--- src/rtl/rom_rd_pkg.sv ---
// Shared types and constants for the coefficient ROM read sequencer.
package rom_rd_pkg;

  localparam int unsigned RD_DEPTH = 2;

  typedef enum logic [1:0] {
    IDLE,
    ISSUE,
    DRAIN
  } rd_state_e;

endpackage

--- src/rtl/rom_rd_fifo.sv ---
// Small synchronous FIFO that absorbs ROM read data ahead of the output stream.
module rom_rd_fifo
  import rom_rd_pkg::*;
#(
  parameter int unsigned W     = 5,
  parameter int unsigned DEPTH = RD_DEPTH
) (
  input  logic                         clk,
  input  logic                         rst_n,
  input  logic                         push,
  input  logic [W-1:0]                 wdata,
  input  logic                         pop,
  output logic [W-1:0]                 rdata,
  output logic [$clog2(DEPTH+1)-1:0]   occ,
  output logic                         full,
  output logic                         empty
);

  localparam int unsigned PW = (DEPTH > 1) ? $clog2(DEPTH) : 1;
  localparam int unsigned OW = $clog2(DEPTH + 1);

  logic [W-1:0]  mem_q [DEPTH];
  logic [PW-1:0] wr_q, rd_q;
  logic [OW-1:0] occ_q;
  logic          do_push, do_pop;

  function automatic logic [PW-1:0] ptr_inc(input logic [PW-1:0] p);
    return (p == PW'(DEPTH - 1)) ? '0 : p + PW'(1);
  endfunction

  assign full    = (occ_q == OW'(DEPTH));
  assign empty   = (occ_q == '0);
  assign occ     = occ_q;
  assign do_pop  = pop && !empty;
  // A push into a full FIFO is accepted only when the head leaves in the same cycle.
  assign do_push = push && (!full || do_pop);
  assign rdata   = empty ? '0 : mem_q[rd_q];

  always_ff @(posedge clk or negedge rst_n) begin
    if (!rst_n) begin
      for (int unsigned i = 0; i < DEPTH; i++) begin
        mem_q[i] <= '0;
      end
      wr_q  <= '0;
      rd_q  <= '0;
      occ_q <= '0;
    end else begin
      if (do_push) begin
        mem_q[wr_q] <= wdata;
        wr_q        <= ptr_inc(wr_q);
      end
      if (do_pop) begin
        rd_q <= ptr_inc(rd_q);
      end
      occ_q <= occ_q + OW'(do_push) - OW'(do_pop);
    end
  end

endmodule

--- src/rtl/rom_reader.sv ---
// Walks a run of ROM addresses and streams the words out as valid/ready with a last flag.
module rom_reader
  import rom_rd_pkg::*;
#(
  parameter int unsigned AW    = 3,
  parameter int unsigned DW    = 4,
  parameter int unsigned DEPTH = RD_DEPTH
) (
  input  logic          clk,
  input  logic          rst_n,
  input  logic          start,
  input  logic [AW-1:0] base_addr,
  input  logic [AW:0]   len,
  output logic          busy,
  output logic          done,
  output logic          rom_en,
  output logic [AW-1:0] rom_addr,
  input  logic [DW-1:0] rom_data,
  output logic          m_valid,
  input  logic          m_ready,
  output logic [DW-1:0] m_data,
  output logic          m_last
);

  localparam int unsigned OW = $clog2(DEPTH + 1);
  localparam int unsigned RW = AW + 1;

  rd_state_e     state_q, state_d;
  logic [AW-1:0] addr_q, addr_d;
  logic [AW:0]   rem_q, rem_d;
  logic          done_q, done_d;
  logic          inflight_q, inflight_last_q;
  logic          issue, last_issue, pop, slots_ok;
  logic [OW-1:0] occ;
  logic          full, empty;
  logic [DW:0]   rd_word;

  assign m_valid    = !empty;
  assign pop        = m_valid && m_ready;
  assign m_data     = rd_word[DW-1:0];
  assign m_last     = rd_word[DW];
  assign busy       = (state_q != IDLE);
  assign done       = done_q;
  assign rom_en     = issue;
  assign rom_addr   = addr_q;
  assign last_issue = (rem_q == RW'(1));
  // Count the word leaving this cycle as already gone so issue never stalls on a pop.
  assign slots_ok   = (32'(occ) + 32'(inflight_q)) < (DEPTH + 32'(pop));

  always_comb begin
    state_d = state_q;
    addr_d  = addr_q;
    rem_d   = rem_q;
    done_d  = 1'b0;
    issue   = 1'b0;
    unique case (state_q)
      IDLE: begin
        if (start) begin
          if (len == '0) begin
            done_d = 1'b1;
          end else begin
            addr_d  = base_addr;
            rem_d   = len;
            state_d = ISSUE;
          end
        end
      end
      ISSUE: begin
        if (slots_ok) begin
          issue  = 1'b1;
          addr_d = addr_q + AW'(1);
          rem_d  = rem_q - RW'(1);
          if (last_issue) state_d = DRAIN;
        end
      end
      DRAIN: begin
        if (pop && m_last) begin
          state_d = IDLE;
          done_d  = 1'b1;
        end
      end
      default: state_d = IDLE;
    endcase
  end

  always_ff @(posedge clk or negedge rst_n) begin
    if (!rst_n) begin
      state_q         <= IDLE;
      addr_q          <= '0;
      rem_q           <= '0;
      done_q          <= 1'b0;
      inflight_q      <= 1'b0;
      inflight_last_q <= 1'b0;
    end else begin
      state_q         <= state_d;
      addr_q          <= addr_d;
      rem_q           <= rem_d;
      done_q          <= done_d;
      inflight_q      <= issue;
      inflight_last_q <= issue && last_issue;
    end
  end

  rom_rd_fifo #(
    .W     (DW + 1),
    .DEPTH (DEPTH)
  ) u_fifo (
    .clk   (clk),
    .rst_n (rst_n),
    .push  (inflight_q),
    .wdata ({inflight_last_q, rom_data}),
    .pop   (pop),
    .rdata (rd_word),
    .occ   (occ),
    .full  (full),
    .empty (empty)
  );

  no_overflow_a: assert property (@(posedge clk) disable iff (!rst_n)
    !(inflight_q && full && !pop));

endmodule

--- config.mk ---
export PLATFORM = sky130hd
export DESIGN_NAME = rom_reader
export DESIGN_NICKNAME = d
export VERILOG_FILES = /design/src/rtl/rom_rd_pkg.sv /design/src/rtl/rom_rd_fifo.sv /design/src/rtl/rom_reader.sv
export SDC_FILE = /design/constraint.sdc
export NUM_CORES = 1
export LEC_CHECK = 0
export BUFFER_PORTS_ARGS = -buffer_cell sky130_fd_sc_hd__buf_4
export CORE_MARGIN = 5
export CORE_UTILIZATION = 28
export CTS_CLUSTER_DIAMETER = 40
export CTS_CLUSTER_SIZE = 30
export DETAILED_ROUTE_END_ITERATION = 12
export PLACE_DENSITY = 0.54
export SLEW_MARGIN = 25
export SYNTH_ARGS = -nofsm -noshare
export SYNTH_HDL_FRONTEND = slang
export SYNTH_HIERARCHICAL = 1
export SYNTH_SLANG_ARGS = --single-unit
--- constraint.sdc ---
create_clock -name clk -period 2.05 [get_ports clk]
set_clock_uncertainty 0.2 [all_clocks]
set_input_delay 0.41 -clock clk [delete_from_list [all_inputs] [get_ports clk]]
set_output_delay 0.41 -clock clk [all_outputs]
set_load 0.01 [all_outputs]
==> run_results.csv, run 1 <==
group,metric,value,unit
grt,antenna_found_initial,0,
timing,period_share,103,%
clock_network,cts_buffer_depth,2,
place,dp.cells,216,
cells_and_area,drive_gt1_share,43.3,%
critical_path,r2r_cells,7,
pwr,power_density,1710,nW/um^2
route,final_antenna_net_count,0,
hold_path,whs_path_depth,2,
synth,synthCells,119,
timing,slew_headroom,72.1,%
timing,slew_violations,0,
floorplanning,start_util,29.1,%
timing,finalSetupViolCount,1,
timing,worst_pin_slew,417,ps
route,drt_pass1_iterations,4,
route,highest_layer,"met4",
place,dp_hpwl,2260,um
timing,max_freq,474,MHz
synth,ys.warnings.count,6,
critical_path,path_class,"reg2out",
critical_path,path_max_fanout,2,
synth,avgSynthCellArea,11.6,sq um
route,route.met2.wl,1570,um
route,drc,0,
hold_path,hp-class,"in2reg",
grt,grt_max_degree,27,
critical_path,critical-path-slowest-cell,"dfrtp_1",
clock_network,clkLatencyLatePin,270,ps
floorplanning,dieArea,6440,sq um
grt,grt_overflow,0,
cells_and_area,final_nets,180,
critical_path,startpoint_type,"flop",
timing,hold_viol,0,
status,violations,"negative setup slack",
clock_network,numClockSinks,26,
clock_network,htreeDepth,1,
timing,grt_setup_unrepaired,"true",
critical_path,worstPathRequired,1440,ps
floorplanning,die_h,80.2,um
floorplanning,io_pins,27,
route,dr_wl_met3,133,um
pwr,max-vdd-ir-drop,0.730,mV
clock_network,cts_tree,"done",
place,portBuffers,26,
clock_network,cts.reportedPaths.clkPinSlew,90,ps
status,status,"complete, but fails checks",
synth,syn_nets,140,
cells_and_area,diodes,0,
route,post_drt_wl_per_cell,14.0,um
route,viasPerCell,4.66,
critical_path,cp.arrival,1500,ps
route,met1Wirelength,1420,um
pwr,cellLeakagePower,0.848,nW
clock_network,cts_inserted_buffers,3,
grt,grt_usage,10.1,%
route,vias,1043,
route,drtIter0Drc,72,
clock_network,clockRootBuffer,"clkbuf_8",
critical_path,critPathCaptureType,"output pin",
synth,synth_area,1380,sq um
timing,layout_setup_ws,-57.9,ps
place,place_ws,70.1,ps
floorplanning,core-area,4750,sq um
cells_and_area,instances_no_fill,224,
floorplanning,rows,25,
grt,grt_pass1_wl,5090,um
floorplanning,die_w,80.2,um
run,cap_violations,0,
route,wl,3150,um
grt,grt_pass1_vias,1115,
cells_and_area,areaGrowthSynthToFinish,34.3,%
critical_path,slowest_delay,400,ps
critical_path,worstPathCellList,"ha_2 > ha_4 > nor3b_4 > o21ai_4 > inv_2 > buf_6",
place,gp_congestion,0.817,
timing,period_minus_slack,2110,ps
==> critical path: cells and delay by family, from the launching register on <==
| family | cells | cell delay (ps) |
|---|---|---|
| flops | 1 | 400 |
| buf+inv | 2 | 180 |
| fa+ha+maj | 2 | 360 |
| compound gates | 1 | 90 |
| simple gates | 1 | 210 |
==> timing repair <==
action / CTS / global route
pin swaps: 3 / 3
hold buffers: 1 / 0
buffers inserted: 4 / 0
endpoints found under the setup margin: 2 / 13
hold endpoints to repair: 26 / 0
gates resized for setup: 7 / 11
==> path summary, 6_finish.rpt <==
kind / startpoint / end / slack (ps)
worst min register to register: state_q[0] / done / 310
min in group asynchronous: rst_n / u_fifo/mem_q[5] / 380
worst max register to register: u_fifo/occ[0] / rem_q[3] / 30
max in group asynchronous: rst_n / u_fifo/occ[1] / 1000
worst min-delay path: rom_data[3] / u_fifo/mem_q[8] / 170
worst max-delay path: u_fifo/occ[0] / rom_en / -60
==> sequential cells by signal (all words and copies together), names as in the netlist <==
| name | cells |
|---|---|
| u_fifo/occ | 2 |
| state_q | 2 |
| u_fifo/mem_q | 10 |
| done | 1 |
| inflight_q | 1 |
| inflight_last_q | 1 |
| rom_addr | 3 |
| u_fifo/wr_q | 1 |
| u_fifo/rd_q | 1 |
| rem_q | 4 |
==> per-stage QoR <==
stage / TNS [ps] / utilization [%] / hold WS, ps / total power [mW] / instance area [sq um]
detailed placement: 0 / 35.6 / 142 / 2.58 / 1690
global route: -190 / 39.0 / 161 / 3.45 / 1860
CTS: -60.7 / 37.8 / 166 / 3.04 / 1800
global placement: 0 / 35.6 / 136 / 2.55 / 1690
finish: -57.9 / 39.0 / 175 / 3.17 / 1860
floorplan: 0 / - / -85.6 / 2.01 / 1380
==> power breakdown <==
group	switching, mW	total (mW)	internal [mW]
combinational	0.869	1.89	1.02
sequential	0.238	0.997	0.759
clock	0.155	0.286	0.132
total	1.26	3.17	1.91
==> layer usage <==
layer / vias to the layer above / track usage [%]
met4: 0 / 1.52
li1: 504 / -
met2: 25 / 17.9
met1: 510 / 12.4
met3: 4 / 2.69
met5: - / 0
==> placed cells by master (no fill, tap or decap), types with 2 or more instances in the layout <==
| cell | instances |
|---|---|
| nand2b_1 | 2 |
| buf_6 | 2 |
| nor2_4 | 2 |
| mux2_4 | 10 |
| xnor2_1 | 2 |
| inv_1 | 6 |
| nand3_1 | 3 |
| a311oi_1 | 2 |
| dfrtp_1 | 25 |
| a211oi_1 | 2 |
| nor3b_4 | 3 |
| nor2_1 | 12 |
| buf_4 | 33 |
| mux2i_1 | 5 |
| nand3b_1 | 2 |
| o21ai_0 | 5 |
| a21oi_1 | 4 |
| clkbuf_8 | 3 |
| ha_1 | 4 |
| nor2b_1 | 2 |
| inv_2 | 2 |
| nand2_1 | 5 |
==> layout make-up <==
cell class	count	area, sq um
clock buffers	3	41.3
fillers	485	2900
inverters	8	30.0
multi-input cells	84	768
flip-flops and latches	26	652
well taps	67	83.8
repair buffers	36	280
Note: power is estimated with default switching activity, not from simulation.
==> inputs of run 2 (changes only) <==
--- a/config.mk
+++ b/config.mk
@@ -15,5 +15,4 @@
 export SLEW_MARGIN = 25
 export SYNTH_ARGS = -nofsm -noshare
 export SYNTH_HDL_FRONTEND = slang
-export SYNTH_HIERARCHICAL = 1
 export SYNTH_SLANG_ARGS = --single-unit
==> run_results.csv, run 2 <==
group,metric,value,unit
status,status,"complete, but fails checks",
status,violations,"negative setup slack",
cells_and_area,diodes,0,
timing,holdWs,173,ps
route,drtIter0Drc,56,
cells_and_area,largest_reg_flops,10,
pwr,swShare,38.9,%
place,portBuffers,26,
route,drt_pass1_iterations,5,
route,viasPerCell,4.44,
route,vias,1069,
timing,layout_setup_ws,-28.2,ps
timing,finalSetupViolCount,1,
pwr,max-vdd-ir-drop,0.692,mV
clock_network,numClockSinks,26,
cells_and_area,utilization,37.0,%
synth,syn_nets,156,
route,wl,2930,um
clock_network,cts_tree,"done",
clock_network,clkLatencyLatePin,270,ps
timing,period_share,101,%
synth,synth_edf_count,0,
timing,hold_viol,0,
route,post_drt_wl_per_cell,12.2,um
synth,yosysSeqAreaShare,45.7,%
place,gp_congestion,0.754,
synth,async_flop_share,100,%
critical_path,path_class,"reg2out",
clock_network,htreeDepth,1,
pwr,p_comb_share,57.0,%
grt,grt_max_degree,27,
pwr,switchingPower,1.29,mW
cells_and_area,fillers,527,
place,dp.cells,234,
critical_path,critPathTopFamily,"adder cells",
critical_path,path_max_fanout,2,
floorplanning,start_util,28.4,%
synth,synthFlopType,"dfrtp_1",
route,final_antenna_net_count,0,
pwr,power_density,1790,nW/um^2
timing,slew_violations,0,
clock_network,cts_inserted_buffers,3,
floorplanning,rows,26,
critical_path,slowest_delay,390,ps
floorplanning,die_w,81.3,um
clock_network,cts_buffer_depth,2,
synth,synth_top_area_cell,"dfrtp_1",
synth,synth_area,1430,sq um
timing,period_minus_slack,2080,ps
critical_path,worstPathCellList,"ha_2 > ha_4 > o21ai_2 > nand2b_1 > nor2_2 > buf_4",
synth,avgSynthCellArea,10.6,sq um
synth,synthCells,134,
critical_path,startpoint_type,"flop",
synth,yosys_register_bits,26,
grt,grt_overflow,0,
cells_and_area,final_area,1850,sq um
timing,slew_headroom,77.4,%
cells_and_area,final_common_cell,"buf_4",
pwr,cellLeakagePower,0.863,nW
synth,synthTopCellsByArea,"dfrtp_1 46%, mux2_2 7.9%, ha_1 6.1%, mux2i_1 4.9%, nor2_1 4.0%",
synth,synthTopCellsByCount,"26 x dfrtp_1, 15 x nor2_1, 12 x inv_1, 10 x mux2_2, 8 x nand2_1",
cells_and_area,mostFrequentLayoutCells,"36 x buf_4, 25 x dfrtp_1, 13 x nor2_1",
floorplanning,dieArea,6620,sq um
pwr,clkPwrFrac,12.8,%
critical_path,worstPathRequired,1440,ps
clock_network,clockRootBuffer,"clkbuf_8",
cells_and_area,instances_no_fill,241,
timing,fin_setup_tns,-28.2,ps
run,cap_violations,0,
place,place_ws,-49.8,ps
critical_path,crit_buf_inv,1,
synth,ys_types,30,
grt,grt_pass1_vias,1147,
critical_path,cp.arrival,1470,ps
grt,antenna_found_initial,0,
critical_path,critical-path-slowest-cell,"dfrtp_1",
cells_and_area,regMostFlops,"u_fifo.mem_q",
floorplanning,die_h,81.3,um
route,drc,0,
grt,grt_pass1_wl,5140,um
pwr,finalPower,3.32,mW
timing,grt_setup_unrepaired,"true",
synth,synth.most_common_cell,"dfrtp_1",
synth,synth_top_area_share,45.7,%
floorplanning,io_pins,27,
pwr,p_int,2.03,mW
hold_path,hp-class,"in2reg",
synth,ys.warnings.count,0,
timing,worst_pin_slew,339,ps
pwr,seqPwrFrac,30.2,%
cells_and_area,drive_gt1_share,40.4,%
critical_path,critPathCaptureType,"output pin",
clock_network,cts.reportedPaths.clkPinSlew,90,ps
grt,grt_usage,9.92,%
place,placed_area,1730,sq um
floorplanning,core-area,5010,sq um
cells_and_area,areaGrowthSynthToFinish,30.1,%
place,dp_hpwl,2280,um
timing,max_freq,481,MHz
cells_and_area,final_nets,194,
[run 2: kinds of logic after synthesis]
family / after synthesis / synth area share [%]
AND/OR/NAND/NOR: 42 / 15.3
flip-flops: 26 / 45.7
AO/OA/AOI/OAI: 22 / 11.7
multiplexers: 17 / 12.8
buffers and inverters: 16 / 5.97
adder cells (fa/ha/maj): 7 / 6.15
XOR/XNOR: 4 / 2.46
[run 2: worst paths after layout]
kind / start / cells after the start / end / slack (ps)
max reg2reg: u_fifo.occ[0] / 5 / rom_addr[2] / 120
min reg2reg: u_fifo.mem_q[6] / 1 / u_fifo.mem_q[6] / 310
min: rom_data[2] / 2 / u_fifo.mem_q[2] / 170
max: u_fifo.occ[0] / 6 / rom_en / -30
min in group asynchronous: rst_n / 2 / u_fifo.mem_q[1] / 380
max in group asynchronous: rst_n / 2 / u_fifo.occ[1] / 1000
[run 2: cell type report]
class | instances | area [sq um] | share of cell area [%]
clock inverters | 1 | 30.0 | 1.62
flip-flops and latches | 26 | 652 | 35.2
repair buffers | 37 | 280 | 15.1
inverters | 12 | 45.0 | 2.43
multi-input cells | 92 | 718 | 38.7
well taps | 70 | 87.6 | 4.72
clock buffers | 3 | 41.3 | 2.23
[run 2: what timing repair did]
action | in CTS | in global routing
resized for setup | 5 | 3
pin swaps | 2 | 1
hold endpoints to repair | 26 | 0
setup endpoints to repair | 1 | 15
setup buffers | 3 | 0
hold buffers | 1 | 0
[run 2: power groups by stage]
stage | Sequential [mW] | Combinational, mW | Clock [mW]
2_1_floorplan | 0.937 | 1.32 | 0
3_3_place_gp | 0.992 | 1.74 | 0
6_report | 1.00 | 1.89 | 0.426
5_1_grt | 1.04 | 2.14 | 0.456
4_1_cts | 1.00 | 1.94 | 0.443
3_5_place_dp | 1.01 | 1.81 | 0
[run 2: per-layer routing]
metal	GRT usage, %	vias to the layer above	wire length (um)
met5	0	-	0
met2	17.5	32	1380
met4	1.18	0	14
li1	-	535	-
met3	3.22	2	201
met1	12.0	500	1330
